--- src/rtl/hood_mode_controller.sv ---
// Range-hood mode controller: button-driven mode FSM with LEVEL3/SHUTDOWN countdowns,
// a one-shot LEVEL3 allowance per power session and a clean-run completion pulse.
module hood_mode_controller #(
  parameter int MODE_WIDTH   = 3,
  parameter int MAX_WIDTH    = 32,
  parameter int COUNTER_1SEC = 99_999_999,
  parameter int LEVEL3_SEC   = 60,
  parameter int SHUTDOWN_SEC = 60,
  parameter int CLEAN_SEC    = 180
) (
  input  logic                  clk,
  input  logic                  rstn,
  input  logic                  btn_power,
  input  logic                  btn_level1,
  input  logic                  btn_level2,
  input  logic                  btn_level3,
  input  logic                  btn_clean,
  input  logic [MAX_WIDTH-1:0]  clean_running_time,
  output logic [MODE_WIDTH-1:0] current_mode,
  output logic [MAX_WIDTH-1:0]  remaining_sec,
  output logic                  level3_available,
  output logic                  clean_done
);

  typedef enum logic [MODE_WIDTH-1:0] {
    MODE_OFF      = MODE_WIDTH'(0),
    MODE_STANDBY  = MODE_WIDTH'(1),
    MODE_LEVEL1   = MODE_WIDTH'(2),
    MODE_LEVEL2   = MODE_WIDTH'(3),
    MODE_LEVEL3   = MODE_WIDTH'(4),
    MODE_CLEAN    = MODE_WIDTH'(5),
    MODE_SHUTDOWN = MODE_WIDTH'(6)
  } mode_e;

  mode_e                mode_q;
  logic [MAX_WIDTH-1:0] tick_cnt;
  logic                 tick;
  logic                 win_power;
  logic                 win_clean;
  logic                 win_level3;
  logic                 win_level2;
  logic                 win_level1;
  logic                 clean_finished;

  // Only the highest-priority pulse is ever acted on; lower ones are dropped.
  assign win_power  = btn_power;
  assign win_clean  = btn_clean  & ~btn_power;
  assign win_level3 = btn_level3 & ~btn_power & ~btn_clean;
  assign win_level2 = btn_level2 & ~btn_power & ~btn_clean & ~btn_level3;
  assign win_level1 = btn_level1 & ~btn_power & ~btn_clean & ~btn_level3 & ~btn_level2;

  assign tick           = (tick_cnt == MAX_WIDTH'(COUNTER_1SEC));
  assign clean_finished = (clean_running_time >= MAX_WIDTH'(CLEAN_SEC));
  assign current_mode   = mode_q;

  // Every branch that changes mode also restarts the one-second prescaler.
  always_ff @(posedge clk or negedge rstn) begin
    if (!rstn) begin
      mode_q           <= MODE_OFF;
      remaining_sec    <= '0;
      level3_available <= 1'b0;
      clean_done       <= 1'b0;
      tick_cnt         <= '0;
    end else begin
      clean_done <= 1'b0;
      tick_cnt   <= tick ? '0 : tick_cnt + MAX_WIDTH'(1);
      case (mode_q)
        MODE_OFF: begin
          if (win_power) begin
            mode_q           <= MODE_STANDBY;
            level3_available <= 1'b1;
            tick_cnt         <= '0;
          end
        end
        MODE_STANDBY, MODE_LEVEL1, MODE_LEVEL2: begin
          if (win_power) begin
            mode_q           <= MODE_OFF;
            level3_available <= 1'b0;
            tick_cnt         <= '0;
          end else if (win_clean && mode_q == MODE_STANDBY) begin
            mode_q   <= MODE_CLEAN;
            tick_cnt <= '0;
          end else if (win_level3 && level3_available) begin
            mode_q           <= MODE_LEVEL3;
            remaining_sec    <= MAX_WIDTH'(LEVEL3_SEC);
            level3_available <= 1'b0;
            tick_cnt         <= '0;
          end else if (win_level2 && mode_q != MODE_LEVEL2) begin
            mode_q   <= MODE_LEVEL2;
            tick_cnt <= '0;
          end else if (win_level1 && mode_q != MODE_LEVEL1) begin
            mode_q   <= MODE_LEVEL1;
            tick_cnt <= '0;
          end
        end
        MODE_LEVEL3: begin
          if (win_power) begin
            mode_q        <= MODE_SHUTDOWN;
            remaining_sec <= MAX_WIDTH'(SHUTDOWN_SEC);
            tick_cnt      <= '0;
          end else if (win_level2) begin
            mode_q        <= MODE_LEVEL2;
            remaining_sec <= '0;
            tick_cnt      <= '0;
          end else if (win_level1) begin
            mode_q        <= MODE_LEVEL1;
            remaining_sec <= '0;
            tick_cnt      <= '0;
          end else if (tick) begin
            if (remaining_sec <= MAX_WIDTH'(1)) begin
              mode_q        <= MODE_LEVEL2;
              remaining_sec <= '0;
              tick_cnt      <= '0;
            end else begin
              remaining_sec <= remaining_sec - MAX_WIDTH'(1);
            end
          end
        end
        MODE_SHUTDOWN: begin
          if (tick) begin
            if (remaining_sec <= MAX_WIDTH'(1)) begin
              mode_q           <= MODE_OFF;
              remaining_sec    <= '0;
              level3_available <= 1'b0;
              tick_cnt         <= '0;
            end else begin
              remaining_sec <= remaining_sec - MAX_WIDTH'(1);
            end
          end
        end
        MODE_CLEAN: begin
          if (win_power) begin
            mode_q           <= MODE_OFF;
            level3_available <= 1'b0;
            tick_cnt         <= '0;
          end else if (clean_finished) begin
            mode_q     <= MODE_STANDBY;
            clean_done <= 1'b1;
            tick_cnt   <= '0;
          end
        end
        default: begin
          mode_q           <= MODE_OFF;
          remaining_sec    <= '0;
          level3_available <= 1'b0;
          tick_cnt         <= '0;
        end
      endcase
    end
  end

endmodule

--- config.mk ---
export PLATFORM = sky130hd
export DESIGN_NAME = hood_mode_controller
export DESIGN_NICKNAME = d
export VERILOG_FILES = /design/src/rtl/hood_mode_controller.sv
export SDC_FILE = /design/constraint.sdc
export NUM_CORES = 1
export LEC_CHECK = 0
export ABC_CLOCK_PERIOD_IN_PS = 5300
export CAP_MARGIN = 10
export CELL_PAD_IN_SITES_DETAIL_PLACEMENT = 2
export CELL_PAD_IN_SITES_GLOBAL_PLACEMENT = 2
export CORE_ASPECT_RATIO = 1.2
export CORE_MARGIN = 2
export CORE_UTILIZATION = 34
export CTS_CLUSTER_DIAMETER = 30
export CTS_CLUSTER_SIZE = 30
export DETAILED_ROUTE_END_ITERATION = 10
export PLACE_DENSITY = 0.95
export SLEW_MARGIN = 40
export SYNTH_ARGS = -nofsm -noshare
export SYNTH_HDL_FRONTEND = slang
export SYNTH_SLANG_ARGS = --single-unit
--- constraint.sdc ---
create_clock -name clk -period 5.3 [get_ports clk]
set_clock_uncertainty 0.1 [all_clocks]
set_input_delay 0.795 -clock clk [delete_from_list [all_inputs] [get_ports clk]]
set_output_delay 0.795 -clock clk [all_outputs]
set_load 0.01 [all_outputs]
# After elaboration in Yosys (flattened, before gate mapping)
# Cells that the tools add are included.
[op_classes]
add_sub_neg = 2
magnitude_cmp = 2
n_eq_ne = 22
mux = 51
bitwise_logic = 16
n_reduce_logical = 10
[ops]
columns = ["operator", "count"]
rows = [
  ["32-bit 2-to-1 mux", 22],
  ["32-bit one-hot mux with 5 select lines", 1],
  ["32-bit one-hot mux with 4 select lines", 1],
  ["3-bit 2-to-1 mux", 15],
  ["32-bit by 1-bit adder with 32-bit output, second input constant", 1],
  ["32-bit by 27-bit == test with 1-bit output, second input constant", 1],
  ["32-bit by 8-bit greater-or-equal comparator with 1-bit output, second input constant", 1],
  ["32-bit by 1-bit <= comparator with 1-bit output, second input constant", 1],
  ["32-bit by 1-bit subtractor with 32-bit output, second input constant", 1],
  ["3-bit one-hot mux with 5 select lines", 1],
  ["2-bit != test, second input constant", 7],
  ["7-bit AND reduction", 2],
  ["1-bit AND", 10],
  ["1-bit 2-to-1 mux", 10],
  ["5-bit != test, second input constant", 2],
  ["3-bit == test, second input constant", 3],
  ["3-bit != test, second input constant", 3],
  ["3-bit by 2-bit == test with 1-bit output, second input constant", 2],
  ["3-bit by 2-bit != test with 1-bit output, second input constant", 2],
  ["6-bit != test, second input constant", 1],
  ["1-bit NOT", 6],
  ["1-bit one-hot mux with 5 select lines", 1],
  ["1-bit logical AND", 4],
  ["4-bit AND reduction", 1],
  ["other kinds (4)", 4],
]
[totals]
reg_bits = 69
inputBits = 39
out_inout_bits = 37
word_cells = 108

# Depth between registers and ports, before layout
# Gate-level depths: netlist of the first run.
[depth]
depth_word = 12
mapped_depth = 9
mapped_depth_nobuf = 7

# Least setup slack after synthesis of the first run
# No wires, ideal clock.
[synth_timing]
path_type = "reg2reg"
start = "reg remaining_sec[24]"
end = "reg mode_q[2] (netlist: current_mode[2])"
setup_ns = 0.126
arrival_ns = 2.648
required_ns = 5.074
slack_ns = 2.426
path_stages_with_launch = 8
path_buffers = 1
synth_period_minus_slack_ns = 2.874
path_cell_list = "dfrtp_1 -> or4_1 -> or4_1 -> buf_2 -> or4_4 -> a31oi_2 -> o211ai_2 -> a221o_1"
[synth_between]
elab_chain_len = 3
elab_cells_between_ends = 4
cone_classes = "1 x order compare; 2 x eq/ne; 1 x reduce/logical"
[synth_rtl]
columns = ["item", "line_no", "source"]
rows = [
  ["start, declared", "20", "output logic [MAX_WIDTH-1:0] remaining_sec,"],
  ["start signal, assigned", "85", "remaining_sec <= MAX_WIDTH'(LEVEL3_SEC);"],
  ["start signal, assigned", "99", "remaining_sec <= MAX_WIDTH'(SHUTDOWN_SEC);"],
  ["start signal, assigned", "115", "remaining_sec <= remaining_sec - MAX_WIDTH'(1);"],
  ["32-bit by 1-bit <= comparator with 1-bit output *", "110, 121", ""],
  ["5-bit != test (no source line) or 2-bit != test (tied branches)", "-", ""],
  ["7-bit AND reduction (no source line) *", "-", ""],
  ["end signal, assigned", "106", "mode_q <= MODE_LEVEL1;"],
  ["end signal, assigned", "111", "mode_q <= MODE_LEVEL2;"],
  ["end signal, assigned", "122", "mode_q <= MODE_OFF;"],
  ["end, declared", "35", "mode_e mode_q;"],
]
# Every way passes the cells marked *; elsewhere a longest branch is shown, timed or not.
# A chain may end at the register's enable or synchronous reset.

# Worst setup path after layout of the first run
[layout_timing]
start = "in btn_power"
end = "reg tick_cnt[12]"
[layout_between]
elab_chain_len = 12
elab_cells_between_ends = 26
cone_classes = "11 x mux; 11 x bitwise; 4 x reduce/logical"
[layout_rtl]
columns = ["item", "line_no", "source"]
rows = [
  ["start, declared", "13", "input logic btn_power,"],
  ["1-bit NOT", "-", ""],
  ["1-bit AND (4 in a row)", "50", "assign win_level1 = btn_level1 & ~btn_power & ~btn_clean & ~btn_level3 & ~btn_level2;"],
  ["1-bit logical AND", "91", "end else if (win_level1 && mode_q != MODE_LEVEL1) begin"],
  ["32-bit 2-to-1 mux", "91", ""],
  ["32-bit 2-to-1 mux", "88", "end else if (win_level2 && mode_q != MODE_LEVEL2) begin"],
  ["32-bit 2-to-1 mux", "83", "end else if (win_level3 && level3_available) begin"],
  ["32-bit 2-to-1 mux", "80", "end else if (win_clean && mode_q == MODE_STANDBY) begin"],
  ["32-bit 2-to-1 mux", "76", "if (win_power) begin"],
  ["32-bit one-hot mux with 5 select lines *", "67", "case (mode_q)"],
  ["end signal, assigned", "66", "tick_cnt <= tick ? '0 : tick_cnt + MAX_WIDTH'(1);"],
  ["end, declared", "36", "logic [MAX_WIDTH-1:0] tick_cnt;"],
]
# Marks and branches as above.

==> results of run 1 <==
-- how the worst max path moves through the flow --
| stage | to | startpoint | slack, ps | depth (start not counted) |
|---|---|---|---|---|
| after floorplan | current_mode[2] | remaining_sec[24] | 2430 | 7 |
| after global placement | remaining_sec[3] | btn_power | 1320 | 5 |
| after detailed placement | tick_cnt[27] | btn_power | 1260 | 7 |
| after CTS | tick_cnt[12] | btn_power | 1440 | 7 |
| after global routing | tick_cnt[12] | btn_power | 1490 | 7 |
| final | tick_cnt[12] | btn_power | 1630 | 7 |
-- critical path, cell delays in order --
cell and delay, ps:
sky130_fd_sc_hd__clkdlybuf4s50_1 660, sky130_fd_sc_hd__nor4bb_2 730, sky130_fd_sc_hd__a31o_2 240, sky130_fd_sc_hd__o22ai_1 70, sky130_fd_sc_hd__a32oi_1 380, sky130_fd_sc_hd__a31o_2 700, sky130_fd_sc_hd__nor2_1 160
-- final cells by class --
cell class,instances,share of cell area
clock buffers,9,0.0425
flip-flops and latches,69,0.325
multi-input cells,363,0.421
clock inverters,7,0.0215
inverters,13,0.00920
well taps,157,0.0370
repair buffers,77,0.143
-- cell usage in the layout, fill, tap and decap left out, types with 4 or more instances in the layout --
| master | n |
|---|---|
| sky130_fd_sc_hd__or3_1 | 8 |
| sky130_fd_sc_hd__buf_4 | 5 |
| sky130_fd_sc_hd__o21ai_0 | 24 |
| sky130_fd_sc_hd__xor2_1 | 21 |
| sky130_fd_sc_hd__nor4_1 | 15 |
| sky130_fd_sc_hd__nand4_1 | 18 |
| sky130_fd_sc_hd__nand3_1 | 16 |
| sky130_fd_sc_hd__a41oi_1 | 4 |
| sky130_fd_sc_hd__clkdlybuf4s50_1 | 72 |
| sky130_fd_sc_hd__a21o_1 | 7 |
| sky130_fd_sc_hd__nor4_2 | 4 |
| sky130_fd_sc_hd__dfrtp_1 | 69 |
| sky130_fd_sc_hd__a21oi_1 | 22 |
| sky130_fd_sc_hd__nand2_1 | 42 |
| sky130_fd_sc_hd__or4_1 | 7 |
| sky130_fd_sc_hd__a31oi_1 | 16 |
| sky130_fd_sc_hd__xnor2_1 | 8 |
| sky130_fd_sc_hd__nor2_1 | 57 |
| sky130_fd_sc_hd__clkbuf_16 | 9 |
| sky130_fd_sc_hd__or2_2 | 8 |
| sky130_fd_sc_hd__nor3_1 | 20 |
| sky130_fd_sc_hd__a211o_1 | 4 |
| sky130_fd_sc_hd__inv_1 | 13 |
| sky130_fd_sc_hd__and3_1 | 7 |
-- per-layer routing --
metal	share of wire	vias to the layer above
li1	-	1864
met1	0.39	2140
met2	0.54	132
met3	0.034	59
met4	0.045	0
met5	0	-
-- cells by family after synthesis --
logic type | synth area share
fa+ha+maj | 0.0117
mux | 0.00525
buf+inv | 0.0334
simple gates | 0.287
compound gates | 0.174
flops | 0.426
xor+xnor | 0.0627
-- through the flow --
stage,setup slack (ps),hold slack (ps),total power [W]
after global routing,1490,315,0.00197
final,1630,296,0.00189
after global placement,1320,335,0.00112
after CTS,1440,373,0.00190
after floorplan,2430,324,0.000932
after detailed placement,1260,366,0.00116
-- flip-flops by register name (all words and copies together), names as in the netlist --
signal and cells:
remaining_sec 32, clean_done 1, tick_cnt 32, current_mode 3
level3_available 1
-- where the power goes --
group / internal, W / switching, W / leakage (nW) / total [W]
sequential: 0.000568 / 0.0000833 / 0.950 / 0.000652
combinational: 0.000209 / 0.000317 / 1.05 / 0.000526
clock: 0.000458 / 0.000256 / 0.169 / 0.000714
==> impl_metrics.prom, run 1 <==
# TYPE chip_impl_metric gauge
chip_impl_metric{name="register_area",unit="um^2"} 1730
chip_impl_metric{name="clockBufferDepth",unit=""} 2
chip_impl_info{name="worst_hold_path_type",value="primary input to asynchronous set/reset pin"} 1
chip_impl_info{name="synth_ff_type",value="sky130_fd_sc_hd__dfrtp_1"} 1
chip_impl_metric{name="tightest_pin_transition",unit="ps"} 759
chip_impl_metric{name="postLayoutCoreUtil",unit=""} 0.459
chip_impl_info{name="post_synth_most_frequent_cells",value="sky130_fd_sc_hd__dfrtp_1 (69), sky130_fd_sc_hd__nor2_1 (57), sky130_fd_sc_hd__nand2_1 (42)"} 1
chip_impl_metric{name="area_used_by_multi_input_combinational_logic",unit="um^2"} 2240
chip_impl_metric{name="dp_cells",unit=""} 679
chip_impl_metric{name="dpl_cell_area",unit="um^2"} 4940
chip_impl_metric{name="dpl.hpwl",unit="mm"} 10.9
chip_impl_metric{name="first_iter_violations",unit=""} 240
chip_impl_metric{name="cell_count_after_synthesis",unit=""} 466
chip_impl_metric{name="seq_area_frac_synth",unit=""} 0.426
chip_impl_info{name="criticalPathCategory",value="primary input to flop"} 1
chip_impl_metric{name="ys_async_sr_fraction",unit=""} 1.00
chip_impl_metric{name="synth.distinct_cells",unit=""} 58
chip_impl_info{name="synth.most_common_cell",value="sky130_fd_sc_hd__dfrtp_1"} 1
chip_impl_metric{name="detail_route.wl_per_cell",unit="um"} 25.2
chip_impl_info{name="outcome",value="completed"} 1
chip_impl_metric{name="die_width",unit="um"} 104
chip_impl_metric{name="drc_errors",unit=""} 0
chip_impl_metric{name="worst-path-max-fanout",unit=""} 32
chip_impl_metric{name="final-hold-violation-count",unit=""} 0
chip_impl_info{name="crit-reg2reg-capture",value="remaining_sec[16]"} 1
chip_impl_metric{name="gr-usage-met2",unit=""} 0.531
chip_impl_metric{name="die_h",unit="um"} 124
chip_impl_metric{name="number_of_enable_type_register_cells_in_the_synthesized_netlist",unit=""} 0
chip_impl_metric{name="synthesis.nets",unit=""} 508
chip_impl_metric{name="worst-r2r-setup-slack",unit="ps"} 1740
chip_impl_metric{name="post_route_cells_drive_above_1_share",unit=""} 0.0911
chip_impl_metric{name="timing.setup.tns",unit="ps"} 0
chip_impl_metric{name="antenna-diode-count",unit=""} 0
chip_impl_metric{name="gpl.final_weighted_congestion",unit=""} 0.795
chip_impl_metric{name="power-per-cell-area",unit="nW/um^2"} 357
chip_impl_metric{name="synth.ff_latch_count",unit=""} 69
chip_impl_metric{name="numCtsBuffers",unit=""} 9
chip_impl_metric{name="cts.reportedPaths.clkPinSlew",unit="ps"} 60
chip_impl_metric{name="worst_path_required_time",unit="ps"} 5390
chip_impl_info{name="netlist.top_cell.by_area",value="sky130_fd_sc_hd__dfrtp_1"} 1
chip_impl_info{name="end_kind",value="flop"} 1
chip_impl_info{name="grt_setup_unrepaired",value="false"} 1
chip_impl_metric{name="clock-sinks",unit=""} 69
chip_impl_metric{name="synth_area_per_cell",unit="um^2"} 8.69
chip_impl_metric{name="count_of_buffers_from_port_buffering",unit=""} 73
chip_impl_metric{name="yosys_warnings",unit=""} 0
chip_impl_info{name="worstReg2RegStart",value="remaining_sec[22]"} 1
chip_impl_metric{name="die_ar",unit="um^2"} 12800
chip_impl_metric{name="placementRows",unit=""} 43
chip_impl_metric{name="max-cap-violations",unit=""} 0
chip_impl_metric{name="ir_worst_vdd",unit="mV"} 0.168
chip_impl_metric{name="cts.repair_timing.setup_buffer_count",unit=""} 0
chip_impl_metric{name="layout_worst_path_cycle_share",unit=""} 0.692
chip_impl_metric{name="netlist_area",unit="um^2"} 4050
chip_impl_metric{name="core-area",unit="um^2"} 11600
chip_impl_metric{name="wp_data_arrival",unit="ps"} 3760
chip_impl_info{name="root_buffer",value="sky130_fd_sc_hd__clkbuf_16"} 1
chip_impl_metric{name="totalWireLength",unit="mm"} 17.5
chip_impl_metric{name="synth.top_cell.area_share",unit=""} 0.426
chip_impl_metric{name="max_freq",unit="GHz"} 0.273
chip_impl_metric{name="nNetsFinal",unit=""} 575
chip_impl_info{name="tritoncts",value="built"} 1
chip_impl_metric{name="vias_in_the_first_global_route",unit=""} 4870
chip_impl_metric{name="post-route-min-period",unit="ps"} 3670
chip_impl_metric{name="globalRouteOverflowTotal",unit=""} 0
chip_impl_metric{name="final_instance_area",unit="um^2"} 5310
chip_impl_metric{name="vias",unit=""} 4195
chip_impl_info{name="top_usage_layer",value="met2"} 1
chip_impl_info{name="top_cells_by_area_in_the_synthesized_netlist",value="sky130_fd_sc_hd__dfrtp_1 (43%), sky130_fd_sc_hd__nor2_1 (5.3%), sky130_fd_sc_hd__xor2_1 (4.5%)"} 1
chip_impl_metric{name="start_util",unit=""} 0.350
chip_impl_metric{name="syn_to_final_growth",unit="%"} 30.9
chip_impl_metric{name="antenna_violation_net_count_after_detailed_routing",unit=""} 0
chip_impl_metric{name="cts-htree-levels",unit=""} 3
chip_impl_metric{name="finalMaxSlewViolations",unit=""} 0
chip_impl_metric{name="holdBufCountCts",unit=""} 0
chip_impl_metric{name="grtUsageMet1",unit=""} 0.297
chip_impl_metric{name="static-leakage-power",unit="nW"} 2.16
chip_impl_metric{name="drt-pass1-iter-count",unit=""} 5
chip_impl_metric{name="ports_placed_on_the_boundary",unit=""} 76
chip_impl_metric{name="maxSlewHeadroom",unit=""} 0.490
chip_impl_metric{name="grt_antenna_before_repair",unit=""} 0
chip_impl_metric{name="route.detailed.vias_per_inst",unit=""} 6.04
chip_impl_metric{name="setup_viol",unit=""} 0
chip_impl_metric{name="layout.cells.non_filler",unit=""} 695
chip_impl_metric{name="grtUsageMet3",unit=""} 0.0523
chip_impl_metric{name="cts-resized-gates",unit=""} 0
chip_impl_metric{name="maximum_number_of_pins_on_one_net_before_global_route_repair",unit=""} 38
chip_impl_metric{name="reg2reg_depth",unit=""} 7
chip_impl_metric{name="worstSkewPairLatency",unit="ps"} 350
chip_impl_metric{name="filler_instances",unit=""} 1250
chip_impl_info{name="kind_of_launch_point_of_the_worst_setup_path",value="primary input"} 1
chip_impl_metric{name="groute.usage.overall",unit=""} 0.281
chip_impl_metric{name="grt_first_pass_wirelength",unit="mm"} 27.7
Note: power is estimated with default switching activity, not from simulation.
==> run 2, diff against run 1 <==
--- a/config.mk
+++ b/config.mk
@@ -5,17 +5,17 @@
 export SDC_FILE = /design/constraint.sdc
 export NUM_CORES = 1
 export LEC_CHECK = 0
-export ABC_CLOCK_PERIOD_IN_PS = 5300
+export ABC_CLOCK_PERIOD_IN_PS = 3000
 export CAP_MARGIN = 10
 export CELL_PAD_IN_SITES_DETAIL_PLACEMENT = 2
 export CELL_PAD_IN_SITES_GLOBAL_PLACEMENT = 2
 export CORE_ASPECT_RATIO = 1.2
 export CORE_MARGIN = 2
-export CORE_UTILIZATION = 34
+export CORE_UTILIZATION = 28
 export CTS_CLUSTER_DIAMETER = 30
 export CTS_CLUSTER_SIZE = 30
 export DETAILED_ROUTE_END_ITERATION = 10
-export PLACE_DENSITY = 0.95
+export PLACE_DENSITY = 0.88
 export SLEW_MARGIN = 40
 export SYNTH_ARGS = -nofsm -noshare
 export SYNTH_HDL_FRONTEND = slang
==> constraint.sdc (replaced) <==
create_clock -name clk -period 3 [get_ports clk]
set_clock_uncertainty 0.1 [all_clocks]
set_input_delay 0.45 -clock clk [delete_from_list [all_inputs] [get_ports clk]]
set_output_delay 0.45 -clock clk [all_outputs]
set_load 0.01 [all_outputs]
==> run 2 against run 1 <==
Effect of this change: sequential power grew 73%; global-route usage shrank 6.9 points; register-to-register slack lost 1700 ps; total power grew 74%; sequential share of layout area shrank 1.9 points; clock power grew 60%; core utilization shrank 6.4 points; cell count grew 8.5%; combinational power grew 96%; critical endpoint is now remaining_sec[3]; largest power group unchanged.
==> impl_metrics.prom, run 2 (synthesis gave the netlist of run 1 again) <==
# TYPE chip_impl_metric gauge
chip_impl_info{name="outcome",value="completed"} 1
chip_impl_info{name="critPathTopFamily",value="simple AND/OR/NAND/NOR gates"} 1
chip_impl_info{name="tritoncts",value="built"} 1
chip_impl_metric{name="totalWireLength",unit="mm"} 15.8
chip_impl_info{name="timing.critical_path.slowest_stage_cell",value="sky130_fd_sc_hd__or4_4"} 1
chip_impl_metric{name="drc_errors",unit=""} 0
chip_impl_metric{name="die_width",unit="um"} 114
chip_impl_metric{name="timing.setup.tns",unit="ps"} 0
chip_impl_metric{name="worstSkewPairLatency",unit="ps"} 350
chip_impl_metric{name="first_iter_violations",unit=""} 120
chip_impl_metric{name="final_critical_path_setup_slack",unit="ps"} 48.5
chip_impl_metric{name="route.detailed.vias_per_inst",unit=""} 5.66
chip_impl_metric{name="p_seq_frac",unit=""} 0.342
chip_impl_info{name="root_buffer",value="sky130_fd_sc_hd__clkbuf_16"} 1
chip_impl_metric{name="power.internal",unit="W"} 0.00217
chip_impl_info{name="criticalPathCategory",value="flop to flop"} 1
chip_impl_metric{name="power",unit="W"} 0.00329
chip_impl_metric{name="dp_worst_setup_slack",unit="ps"} -17.5
chip_impl_metric{name="cts-htree-levels",unit=""} 3
chip_impl_info{name="grt_setup_unrepaired",value="false"} 1
chip_impl_metric{name="grt_first_pass_wirelength",unit="mm"} 25.6
chip_impl_metric{name="globalRouteOverflowTotal",unit=""} 0
chip_impl_info{name="critical_path.cell_chain",value="or4_1, or4_4, or4_4, o21ai_4, o21ai_0, a211o_1"} 1
chip_impl_metric{name="ir_worst_vdd",unit="mV"} 0.204
chip_impl_metric{name="cts.reportedPaths.clkPinSlew",unit="ps"} 60
chip_impl_metric{name="power_switching_share",unit=""} 0.342
chip_impl_metric{name="clock-sinks",unit=""} 69
chip_impl_metric{name="worstPathBufferInverterCount",unit=""} 0
chip_impl_info{name="kind_of_launch_point_of_the_worst_setup_path",value="flop"} 1
chip_impl_metric{name="grt_antenna_before_repair",unit=""} 0
chip_impl_metric{name="maximum_number_of_pins_on_one_net_before_global_route_repair",unit=""} 39
chip_impl_metric{name="dpl.hpwl",unit="mm"} 11.3
chip_impl_metric{name="die_h",unit="um"} 136
chip_impl_metric{name="maxSlewHeadroom",unit=""} 0.625
chip_impl_metric{name="placementRows",unit=""} 48
chip_impl_metric{name="max_freq",unit="GHz"} 0.339
chip_impl_info{name="worst_hold_path_type",value="primary input to asynchronous set/reset pin"} 1
chip_impl_metric{name="layout_worst_path_cycle_share",unit=""} 0.984
chip_impl_metric{name="cts.repair_timing.setup_buffer_count",unit=""} 0
chip_impl_metric{name="vias",unit=""} 4269
chip_impl_metric{name="gpl.final_weighted_congestion",unit=""} 0.833
chip_impl_info{name="end_kind",value="flop"} 1
chip_impl_metric{name="wp_data_arrival",unit="ps"} 3080
chip_impl_metric{name="clockPowerShare",unit=""} 0.345
chip_impl_metric{name="worst-r2r-setup-slack",unit="ps"} 50
chip_impl_metric{name="layout.cells.non_filler",unit=""} 754
chip_impl_metric{name="power-per-cell-area",unit="nW/um^2"} 584
chip_impl_metric{name="tightest_pin_transition",unit="ps"} 563
chip_impl_metric{name="finalMaxSlewViolations",unit=""} 0
chip_impl_metric{name="antenna-diode-count",unit=""} 0
chip_impl_metric{name="drt-pass1-iter-count",unit=""} 4
chip_impl_metric{name="net_load_switching_power",unit="W"} 0.00113
chip_impl_metric{name="groute.usage.overall",unit=""} 0.212
chip_impl_info{name="path_common_cell",value="sky130_fd_sc_hd__or4_4"} 1
chip_impl_metric{name="numCtsBuffers",unit=""} 9
chip_impl_metric{name="worst-path-max-fanout",unit=""} 8
chip_impl_info{name="commonest_cells_after_routing_fill_and_taps_aside",value="sky130_fd_sc_hd__clkdlybuf4s50_1 (72), sky130_fd_sc_hd__dfrtp_1 (69), sky130_fd_sc_hd__nor2_1 (56)"} 1
chip_impl_metric{name="ports_placed_on_the_boundary",unit=""} 76
chip_impl_metric{name="die_ar",unit="um^2"} 15500
chip_impl_metric{name="antenna_violation_net_count_after_detailed_routing",unit=""} 0
chip_impl_metric{name="syn_to_final_growth",unit="%"} 39.1
chip_impl_metric{name="final-hold-violation-count",unit=""} 0
chip_impl_metric{name="count_of_buffers_from_port_buffering",unit=""} 73
chip_impl_info{name="layout_commonest_cell",value="sky130_fd_sc_hd__clkdlybuf4s50_1"} 1
chip_impl_metric{name="worst_path_required_time",unit="ps"} 3130
chip_impl_metric{name="setup_viol",unit=""} 0
chip_impl_metric{name="nNetsFinal",unit=""} 616
chip_impl_metric{name="core-area",unit="um^2"} 14300
chip_impl_metric{name="detail_route.wl_per_cell",unit="um"} 20.9
chip_impl_metric{name="post_route_cells_drive_above_1_share",unit=""} 0.155
chip_impl_metric{name="combPwrFrac",unit=""} 0.313
chip_impl_metric{name="static-leakage-power",unit="nW"} 2.37
chip_impl_metric{name="max-cap-violations",unit=""} 0
chip_impl_metric{name="clockBufferDepth",unit=""} 2
chip_impl_metric{name="start_util",unit=""} 0.283
chip_impl_metric{name="post-route-min-period",unit="ps"} 2950
chip_impl_metric{name="dp_cells",unit=""} 738
chip_impl_metric{name="vias_in_the_first_global_route",unit=""} 4697
chip_impl_metric{name="crit_path_max_incr_delay",unit="ps"} 580
## run 2: final cells by class
cell class / count / area (um^2)
multi-input cells: 363 / 2240
fillers: 1574 / 8660
clock buffers: 12 / 267
well taps: 175 / 219
repair buffers: 118 / 1090
inverters: 13 / 48.8
clock inverters: 4 / 45.0
flip-flops and latches: 69 / 1730
## run 2: per-layer routing
layer | vias up | track usage | part of all wire | routed length, um
met5 | - | 0 | 0 | 0
met4 | 0 | 0.0915 | 0.028 | 438
met3 | 31 | 0.0282 | 0.022 | 355
met2 | 77 | 0.394 | 0.55 | 8620
met1 | 2215 | 0.241 | 0.40 | 6380
li1 | 1946 | - | - | -
## run 2: power groups by stage
stage	registers (W)	logic [W]	clock network [W]
floorplan	0.00112	0.000529	0
global placement	0.00113	0.000950	0
detailed placement	0.00114	0.00100	0
CTS	0.00113	0.00102	0.00116
global route	0.00115	0.00110	0.00119
finish	0.00113	0.00103	0.00114
## run 2: path summary, 6_finish.rpt
path / from / end / depth (start not counted)
hold reg to reg: tick_cnt[0] / tick_cnt[0] / 1
min in group clk: tick_cnt[0] / tick_cnt[0] / 1
hold / removal: rstn / remaining_sec[30] / 2
setup / recovery: remaining_sec[22] / remaining_sec[3] / 6
setup reg to reg: remaining_sec[22] / remaining_sec[3] / 6
max in group asynchronous: rstn / tick_cnt[26] / 2
## run 2: per-stage QoR
step                      area, um^2  hold slack, ps   util
after floorplan                 4050            54.4      -
after global placement          5280             335  0.370
after detailed placement        5280             358  0.370
after CTS                       5600            91.2  0.392
after global routing            5640             117  0.394
final                           5640            72.8  0.394
## run 2: worst register-to-register path, delay by kind of cell, from the launching register on
family	cells	cell delay, ps
DFF	1	390
AOI/OAI and AO/OA	3	720
and+or+nand+nor	3	1620
## run 2: what timing repair did
item	CTS	global route
cloned	0	0
endpoints found under the setup margin	1	11
resized for setup	1	6
hold buffers	0	0
==> run 3, diff against run 2 <==
--- a/config.mk
+++ b/config.mk
@@ -11,11 +11,12 @@
 export CELL_PAD_IN_SITES_GLOBAL_PLACEMENT = 2
 export CORE_ASPECT_RATIO = 1.2
 export CORE_MARGIN = 2
-export CORE_UTILIZATION = 28
+export CORE_UTILIZATION = 29
+export CTS_BUF_LIST = sky130_fd_sc_hd__clkbuf_2
 export CTS_CLUSTER_DIAMETER = 30
 export CTS_CLUSTER_SIZE = 30
 export DETAILED_ROUTE_END_ITERATION = 10
-export PLACE_DENSITY = 0.88
+export PLACE_DENSITY = 0.9
 export SLEW_MARGIN = 40
 export SYNTH_ARGS = -nofsm -noshare
 export SYNTH_HDL_FRONTEND = slang
==> run 3 against run 2 <==
Effect of this change: largest power group is now sequential cells; setup slack worse by 40 ps; count of clock-buffer cells in the layout decreased by 3; register-to-register slack worse by 40 ps; largest cell class unchanged; critical endpoint is now remaining_sec[2].
==> impl_metrics.prom, run 3 (synthesis gave the netlist of run 1 again) <==
# TYPE chip_impl_metric gauge
chip_impl_metric{name="dpl.hpwl",unit="mm"} 11.4
chip_impl_metric{name="combPwrFrac",unit=""} 0.379
chip_impl_metric{name="die_ar",unit="um^2"} 14900
chip_impl_info{name="timing.critical_path.slowest_stage_cell",value="sky130_fd_sc_hd__or4_4"} 1
chip_impl_metric{name="final-hold-violation-count",unit=""} 0
chip_impl_info{name="critPathTopFamily",value="simple AND/OR/NAND/NOR gates"} 1
chip_impl_info{name="crit-reg2reg-capture",value="remaining_sec[2]"} 1
chip_impl_metric{name="ports_placed_on_the_boundary",unit=""} 76
chip_impl_info{name="outcome",value="completed"} 1
chip_impl_metric{name="crit_path_max_incr_delay",unit="ps"} 580
chip_impl_metric{name="nNetsFinal",unit=""} 616
chip_impl_metric{name="grt_first_pass_wirelength",unit="mm"} 25.0
chip_impl_metric{name="numCtsBuffers",unit=""} 9
chip_impl_metric{name="power_switching_share",unit=""} 0.395
chip_impl_metric{name="worst_path_required_time",unit="ps"} 3380
chip_impl_metric{name="totalWireLength",unit="mm"} 15.4
chip_impl_info{name="kind_of_launch_point_of_the_worst_setup_path",value="flop"} 1
chip_impl_metric{name="syn_to_final_growth",unit="%"} 33.7
chip_impl_metric{name="groute.usage.overall",unit=""} 0.210
chip_impl_metric{name="max_freq",unit="GHz"} 0.334
chip_impl_metric{name="net_load_switching_power",unit="W"} 0.00107
chip_impl_info{name="end_kind",value="flop"} 1
chip_impl_metric{name="worstSkewPairLatency",unit="ps"} 580
chip_impl_metric{name="reg2reg_depth",unit=""} 6
chip_impl_metric{name="start_util",unit=""} 0.296
chip_impl_info{name="criticalPathCategory",value="flop to flop"} 1
chip_impl_metric{name="final_critical_path_setup_slack",unit="ps"} 8.20
chip_impl_info{name="worst_hold_path_type",value="primary input to asynchronous set/reset pin"} 1
chip_impl_metric{name="first_iter_violations",unit=""} 181
chip_impl_metric{name="finalMaxSlewViolations",unit=""} 0
chip_impl_info{name="commonest_cells_after_routing_fill_and_taps_aside",value="sky130_fd_sc_hd__clkdlybuf4s50_1 (72), sky130_fd_sc_hd__dfrtp_1 (69), sky130_fd_sc_hd__nor2_1 (57)"} 1
chip_impl_metric{name="gpl.final_weighted_congestion",unit=""} 0.798
chip_impl_metric{name="final_instance_area",unit="um^2"} 5420
chip_impl_info{name="tritoncts",value="built"} 1
chip_impl_metric{name="maximum_number_of_pins_on_one_net_before_global_route_repair",unit=""} 33
chip_impl_metric{name="static-leakage-power",unit="nW"} 2.28
chip_impl_metric{name="post-route-min-period",unit="ps"} 2990
chip_impl_metric{name="route.detailed.vias_per_inst",unit=""} 5.57
chip_impl_metric{name="antenna-diode-count",unit=""} 0
chip_impl_metric{name="power",unit="W"} 0.00271
chip_impl_metric{name="postLayoutCoreUtil",unit=""} 0.395
chip_impl_metric{name="power-per-cell-area",unit="nW/um^2"} 501
chip_impl_metric{name="cts-htree-levels",unit=""} 3
chip_impl_metric{name="clock-sinks",unit=""} 69
chip_impl_metric{name="ir_worst_vdd",unit="mV"} 0.215
chip_impl_info{name="worstReg2RegStart",value="remaining_sec[22]"} 1
chip_impl_metric{name="max-cap-violations",unit=""} 0
chip_impl_metric{name="die_width",unit="um"} 112
chip_impl_metric{name="clockBufferDepth",unit=""} 2
chip_impl_metric{name="worstPathBufferInverterCount",unit=""} 0
chip_impl_metric{name="drc_errors",unit=""} 0
chip_impl_metric{name="post_route_cells_drive_above_1_share",unit=""} 0.147
chip_impl_info{name="layout_commonest_cell",value="sky130_fd_sc_hd__clkdlybuf4s50_1"} 1
chip_impl_metric{name="grt_antenna_before_repair",unit=""} 0
chip_impl_metric{name="globalRouteOverflowTotal",unit=""} 0
chip_impl_metric{name="layout_worst_path_cycle_share",unit=""} 0.997
chip_impl_metric{name="dp_worst_setup_slack",unit="ps"} -8.17
chip_impl_metric{name="vias_in_the_first_global_route",unit=""} 4739
chip_impl_metric{name="wp_data_arrival",unit="ps"} 3380
chip_impl_metric{name="core-area",unit="um^2"} 13700
chip_impl_metric{name="clockPowerShare",unit=""} 0.203
chip_impl_metric{name="antenna_violation_net_count_after_detailed_routing",unit=""} 0
chip_impl_metric{name="cts.reportedPaths.clkPinSlew",unit="ps"} 210
chip_impl_metric{name="tightest_pin_transition",unit="ps"} 578
chip_impl_metric{name="count_of_buffers_from_port_buffering",unit=""} 73
chip_impl_metric{name="setup_viol",unit=""} 0
chip_impl_info{name="critical_path.cell_chain",value="or4_1, or4_4, or4_4, o21ai_4, o21ai_0, a211o_1"} 1
chip_impl_metric{name="vias",unit=""} 4179
chip_impl_metric{name="worst-r2r-setup-slack",unit="ps"} 8
chip_impl_metric{name="die_h",unit="um"} 133
chip_impl_metric{name="filler_instances",unit=""} 1540
chip_impl_info{name="path_common_cell",value="sky130_fd_sc_hd__or4_4"} 1
chip_impl_metric{name="drt-pass1-iter-count",unit=""} 4
chip_impl_metric{name="detail_route.wl_per_cell",unit="um"} 20.6
chip_impl_metric{name="timing.setup.tns",unit="ps"} 0
chip_impl_metric{name="area_used_by_multi_input_combinational_logic",unit="um^2"} 2230
chip_impl_metric{name="placementRows",unit=""} 47
chip_impl_metric{name="p_seq_frac",unit=""} 0.418
chip_impl_info{name="root_buffer",value="sky130_fd_sc_hd__clkbuf_2"} 1
chip_impl_metric{name="maxSlewHeadroom",unit=""} 0.615
chip_impl_metric{name="register_area",unit="um^2"} 1730
chip_impl_metric{name="dpl_cell_area",unit="um^2"} 5240
chip_impl_metric{name="power.internal",unit="W"} 0.00164
chip_impl_metric{name="worst-path-max-fanout",unit=""} 7
## run 3: changes by cell type in the layout (fill, tap and decap cells not counted), sizes merged
cell / change
clkbuf: -3
clkinv: +3
buf: -1
dlygate4sd3: +1
## run 3: worst max-delay path by stage
stage                                  from           endpoint  slack, ps  depth (start not counted)
after floorplan           remaining_sec[24]    current_mode[2]        130                          7
after global placement         tick_cnt[10]    current_mode[2]         90                          6
after detailed placement       tick_cnt[10]    current_mode[2]         -8                          6
after CTS                      tick_cnt[10]  remaining_sec[28]         40                          7
after global routing      remaining_sec[24]   remaining_sec[4]        -40                          6
final                     remaining_sec[22]   remaining_sec[2]          8                          6
## run 3: routing by layer
layer,track usage,vias to the layer above,part of all wire
met5,0,-,0
met4,0.0775,0,0.019
met3,0.0364,23,0.024
met2,0.392,66,0.56
met1,0.237,2145,0.40
li1,-,1945,-
## run 3: layout make-up
type	count	area share
clock buffer	9	0.00831
clock inverter	7	0.0104
inverter	13	0.00901
multi-input combinational	363	0.412
sequential	69	0.319
tap	171	0.0395
timing repair buffer	118	0.202
## run 3: repair_timing
item | 4_1_cts | 5_1_grt
endpoints found under the hold margin | 19 | 0
pin swaps | 0 | 1
setup endpoints to repair | 8 | 16
resized for setup | 1 | 6
setup buffers | 0 | 5
hold buffers | 1 | 0
## run 3: through the flow
| step | hold WS (ps) | std cells |
|---|---|---|
| 2_1_floorplan | 54.4 | 466 |
| 3_3_place_gp | 336 | 728 |
| 3_5_place_dp | 343 | 728 |
| 4_1_cts | 221 | 745 |
| 5_1_grt | 248 | 750 |
| 6_report | 250 | 750 |
## run 3: worst register-to-register path, delay by kind of cell, from the launching register on
| kind | cells | cell delay [ps] |
|---|---|---|
| flops | 1 | 450 |
| compound gates | 3 | 750 |
| simple gates | 3 | 1590 |
## run 3: power groups by stage
stage | Clock [W] | Sequential (W) | Combinational, W
final | 0.000552 | 0.00113 | 0.00103
after floorplan | 0 | 0.00112 | 0.000529
after global placement | 0 | 0.00114 | 0.000936
after global routing | 0.000605 | 0.00115 | 0.00111
after CTS | 0.000570 | 0.00113 | 0.00101
after detailed placement | 0 | 0.00115 | 0.00100
